`src/rtl/fwd_hazard_ctrl.sv`:
```
// Data-hazard controller for the 5-stage pipeline: EX/MEM operand forwarding,
// load-use and MDU-busy stall generation, and a saturating stall counter.
module fwd_hazard_ctrl #(
  parameter int REG_AW  = 5,
  parameter int MDU_LAT = 32,
  parameter int CNT_W   = 16
) (
  input  logic              clk,
  input  logic              rst_n,
  input  logic [REG_AW-1:0] ifid_rs,
  input  logic [REG_AW-1:0] ifid_rt,
  input  logic              ifid_uses_rs,
  input  logic              ifid_uses_rt,
  input  logic              ifid_uses_mdu,
  input  logic [REG_AW-1:0] idex_rs,
  input  logic [REG_AW-1:0] idex_rt,
  input  logic              idex_mem_read,
  input  logic              idex_mdu_start,
  input  logic [REG_AW-1:0] exmem_rd,
  input  logic [REG_AW-1:0] exmem_rt,
  input  logic              exmem_reg_write,
  input  logic              exmem_mem_write,
  input  logic [REG_AW-1:0] memwb_rd,
  input  logic              memwb_reg_write,
  output logic [1:0]        alua_sel,
  output logic [1:0]        alub_sel,
  output logic              store_sel,
  output logic              pc_hold,
  output logic              ifid_hold,
  output logic              idex_flush,
  output logic              mdu_busy,
  output logic [CNT_W-1:0]  stall_cnt
);

  localparam int CW = $clog2(MDU_LAT);

  typedef enum logic {RUN, MDU} mduState_t;

  mduState_t        stateReg, stateNext;
  logic [CW-1:0]    countReg, countNext;
  logic [CNT_W-1:0] stallCntReg;
  logic             loadUse, mduHazard, stall;

  logic [REG_AW-1:0] exSrc  [2];
  logic [1:0]        fwdSel [2];

  assign exSrc[0] = idex_rs;
  assign exSrc[1] = idex_rt;

  // The younger producer (EX/MEM) shadows the older one (WB).
  for (genvar gi = 0; gi < 2; gi++) begin : g_fwd
    logic exHit, wbHit;
    assign exHit = exmem_reg_write && (exmem_rd != '0) && (exmem_rd == exSrc[gi]);
    assign wbHit = memwb_reg_write && (memwb_rd != '0) && (memwb_rd == exSrc[gi]);
    assign fwdSel[gi] = exHit ? 2'b10 : (wbHit ? 2'b01 : 2'b00);
  end

  assign alua_sel  = fwdSel[0];
  assign alub_sel  = fwdSel[1];
  assign store_sel = exmem_mem_write && memwb_reg_write && (memwb_rd != '0)
                     && (memwb_rd == exmem_rt);

  assign loadUse = idex_mem_read && (idex_rt != '0) &&
                   ((ifid_uses_rs && (ifid_rs == idex_rt)) ||
                    (ifid_uses_rt && (ifid_rt == idex_rt)));
  assign mduHazard = (stateReg == MDU) && ifid_uses_mdu;
  assign stall     = loadUse || mduHazard;

  assign pc_hold    = stall;
  assign ifid_hold  = stall;
  assign idex_flush = stall;
  assign mdu_busy   = (stateReg == MDU);
  assign stall_cnt  = stallCntReg;

  always_comb begin
    stateNext = stateReg;
    countNext = countReg;
    case (stateReg)
      RUN: begin
        if (idex_mdu_start) begin
          stateNext = MDU;
          countNext = CW'(MDU_LAT - 1);
        end
      end
      MDU: begin
        if (countReg == '0) begin
          stateNext = RUN;
        end else begin
          countNext = countReg - CW'(1);
        end
      end
      default: stateNext = RUN;
    endcase
  end

  always_ff @(posedge clk) begin
    if (!rst_n) begin
      stateReg    <= RUN;
      countReg    <= '0;
      stallCntReg <= '0;
    end else begin
      stateReg <= stateNext;
      countReg <= countNext;
      if (stall && (stallCntReg != '1)) begin
        stallCntReg <= stallCntReg + CNT_W'(1);
      end
    end
  end

endmodule

```
`config.mk`:
```
export PLATFORM = sky130hd
export DESIGN_NAME = fwd_hazard_ctrl
export DESIGN_NICKNAME = d
export VERILOG_FILES = /design/src/rtl/fwd_hazard_ctrl.sv
export SDC_FILE = /design/constraint.sdc
export NUM_CORES = 1
export LEC_CHECK = 0
export CAP_MARGIN = 20
export CORE_ASPECT_RATIO = 1.5
export CORE_MARGIN = 1.5
export CORE_UTILIZATION = 44
export CTS_BUF_LIST = sky130_fd_sc_hd__clkbuf_8
export CTS_CLUSTER_SIZE = 28
export DETAILED_ROUTE_END_ITERATION = 7
export GPL_TIMING_DRIVEN = 0
export HOLD_SLACK_MARGIN = 0.1
export PLACE_DENSITY = 0.82
export SETUP_SLACK_MARGIN = 0.5
export SLEW_MARGIN = 25
export SYNTH_ARGS = -nofsm -noshare
export SYNTH_HDL_FRONTEND = slang
export SYNTH_SLANG_ARGS = --single-unit
```
`constraint.sdc`:
```
create_clock -name clk -period 3 [get_ports clk]
set_input_delay 0.6 -clock clk [delete_from_list [all_inputs] [get_ports clk]]
set_output_delay 0.6 -clock clk [all_outputs]
set_load 0.05 [all_outputs]
```
==> summary.md <==
| Metric | Value |
|---|---|
| Ant. Diodes | 0 |
| Placer Congestion | 0.797 |
| Syn. warnings | 0 |
| Layout cells sized above 1 | 21.6% |
| Sequential area share after synthesis | 27.2% |
| Critical Path Fanout Max | 3 |
| Drt pass-1 iters | 5 |
| Vias in the first global route | 1746 |
| Area contributors post-synth | dfxtp_1 27%, xnor2_1 11%, xor2_1 8.1% |
| Clock sinks | 22 |
| WL final | 4490 um |
| Design area | 0.00261 mm2 |
| Die H | 77.4 um |
| Total number of vias | 1845 |
| Die ar. | 0.00407 mm2 |
| Area growth from synthesis to final layout | 61.0% |
| DP HPWL | 3370 um |
| Flops & latches, synth | 22 |
| Average cell area after synthesis | 7.91 um2 |
| Cell area after synthesis | 0.00162 mm2 |
| Most frequent CP cell | buf_8 |
| Worst EP arrival | 2.04 ns |
| Asr flop ratio synth | 0% |
| H-tree depth | 1 |
| Final Hold Viols | 0 |
| Synth top area share | 27.2% |
| RSZ-0062 raised after global routing | yes |
| Cell chain of the critical path | buf_8, or4_4, o21a_4, a22oi_4, buf_8, inv_8, buf_8, buf_8 |
| WL/cell | 13.8 um |
| Hold crit path type | reg2reg |
| Layout net count | 332 |
| Clock tree buffer depth | 2 |
| F_max | 379 MHz |
| Routed vias/inst | 5.68 |
| Yosys cell types | 34 |
| P_leak | 0.00101 uW |
| Row count | 26 |
| I/O Buffers | 64 |
| Core Area | 0.00348 mm2 |
| Gate count after technology mapping | 205 |
| Width of the die | 52.6 um |
| WP data required | 2.40 ns |
| Clock Skew | 0.00161 ns |
| Worst-margin pin slew | 0.546 ns |
| Worst setup EP type | primary output |
| Slowest CP cell | or4_4 |
| Initial antenna violation count | 0 |
| Final setup vio count | 0 |
| Max incr delay on CP | 0.52 ns |
| Max-cap violations | 0 |
| Post-synth top area cell | dfxtp_1 |
| Buffers and inverters on the worst path | 5 |
| Aggregate global routing overflow | 0 |
| Synth Net Count | 252 |
| Placed cell areas | 0.00240 mm2 |
| Post-synth top flop | dfxtp_1 |
| Clock latency on the worst-skew pair | 0.26 ns |
| Rel. slew slack | 63.2% |
| Pwr Density | 291 mW/mm2 |
| Antenna Nets Post-Route | 0 |
| Number of CTS-inserted buffers | 3 |
| Initial Util | 46.6% |
| DRT iter0 DRCs | 60 |
| Max VDD drop | 212 uV |
| Pins over their slew limit | 0 |
| Gr usage total | 23.0% |
| Tcrit/Tclk final | 87.9% |
| I/O pin cnt | 70 |
| Hold Slack | 0.483 ns |
| Number of synthesized flops with an enable pin | 0 |
| Crit start category | input pin |
| Largest net degree at the start of global routing | 12 |
| Fin crit period | 2.64 ns |
| Clock root cell | clkbuf_8 |
| Outcome | finished clean |
| Clock Pin Slew Worst Setup and Hold Paths | 0.08 ns |
| Critical setup path kind | in2out |
| DRC | 0 |
| CTS tree | built |
| CP delay by family, top | simple AND/OR/NAND/NOR gates |
| First-pass GRT wire length | 7270 um |
where the power goes:
part	leakage (uW)	internal (uW)	switching, uW
clock network	0.0000216	89.8	96.6
registers	0.000179	303	12.2
logic	0.000809	133	125
cell type report:
type | instances | area, um2
Sequential cell | 22 | 440
Inverter | 5 | 26.3
Tap cell | 42 | 52.6
Buffer | 12 | 131
Timing Repair Buffer | 75 | 732
Multi-Input combinational cell | 166 | 1190
Clock buffer | 3 | 41.3
Fill cell | 274 | 871
worst min-delay path: stages, from the launching register on:
cell and delay (ns):
dfxtp_1 0.32, inv_1 0.07, a21oi_1 0.06
state kept, by name, summed over array words and instances, names as in the netlist:
signal     flops
mdu_busy       1
countReg       5
stall_cnt     16
layout by cell type, fill, tap and decap left out, types with 6 or more instances in the layout:
cell type | netlist | routed
buf_4 | 5 | 15
nand2_1 | 22 | 22
xnor2_1 | 21 | 21
xor2_1 | 15 | 15
dlymetal6s2s_1 | 0 | 7
o21ai_0 | 10 | 8
nor3_1 | 6 | 6
a21oi_1 | 13 | 13
nand3_1 | 9 | 9
or3_1 | 9 | 9
buf_8 | 0 | 10
nor2_1 | 7 | 7
nand4_1 | 6 | 6
dfxtp_1 | 22 | 22
buf_6 | 0 | 10
dlygate4sd2_1 | 0 | 6
clkdlybuf4s50_1 | 0 | 30
mux2i_1 | 6 | 6
worst paths after layout:
check                from            to  slack, ns  cells after the start
max            idex_rt[1]     ifid_hold       0.36                      8
min           countReg[1]   countReg[1]       0.48                      2
max reg2reg  stall_cnt[0]  stall_cnt[8]       1.04                      6
min reg2reg   countReg[1]   countReg[1]       0.48                      2
per-stage QoR:
step | total power, uW | worst slack [ns] | utilization [%] | cells | setup TNS (ns)
floorplan | 458 | 0.363 | - | 205 | 0
global placement | 550 | -0.814 | 68.9 | 311 | -4.34
detailed placement | 554 | -0.836 | 68.9 | 311 | -4.44
CTS | 751 | 0.320 | 73.4 | 322 | 0
global route | 790 | 0.344 | 75.0 | 325 | 0
finish | 759 | 0.362 | 75.0 | 325 | 0
layer usage:
| layer | global-route usage, % | part of all wire [%] | vias up |
|---|---|---|---|
| met5 | 0 | 0 | - |
| met4 | 9.74 | 3.7 | 0 |
| met3 | 2.69 | 6.4 | 17 |
| met2 | 43.9 | 54 | 100 |
| met1 | 23.7 | 36 | 846 |
| li1 | - | - | 882 |
what timing repair did:
action | CTS | global route
pin swaps | 17 | 18
hold buffers | 0 | 0
setup buffers | 8 | 3
resized for setup | 112 | 43
endpoints found under the setup margin | 8 | 9
endpoints found under the hold margin | 0 | 0
synth_stat cells (all sizes together), types with 2 or more instances:
library cell and count:
inv 5, nor4 5, and3 4, nor2 7, dfxtp 22, buf 10
xnor2 21, o21ai 14, nand2b 5, nand2 22, nand4 6, nand3 9
or3 9, mux2i 6, nor2b 2, or4 7, xor2 15, ha 2
clkbuf 2, o21a 4, a31oi 2, a21oi 13, nor3 6
cells by family after synthesis:
group / count (synthesis) / synth area share (%)
and+or+nand+nor: 84 / 27.4
adders and majority gates: 2 / 1.54
DFF: 22 / 27.2
AOI/OAI and AO/OA: 38 / 15.3
buffers and inverters: 17 / 5.48
xor gates and xnor gates: 36 / 19.4
muxes: 6 / 3.70
Note: power is estimated with default switching activity, not from simulation.
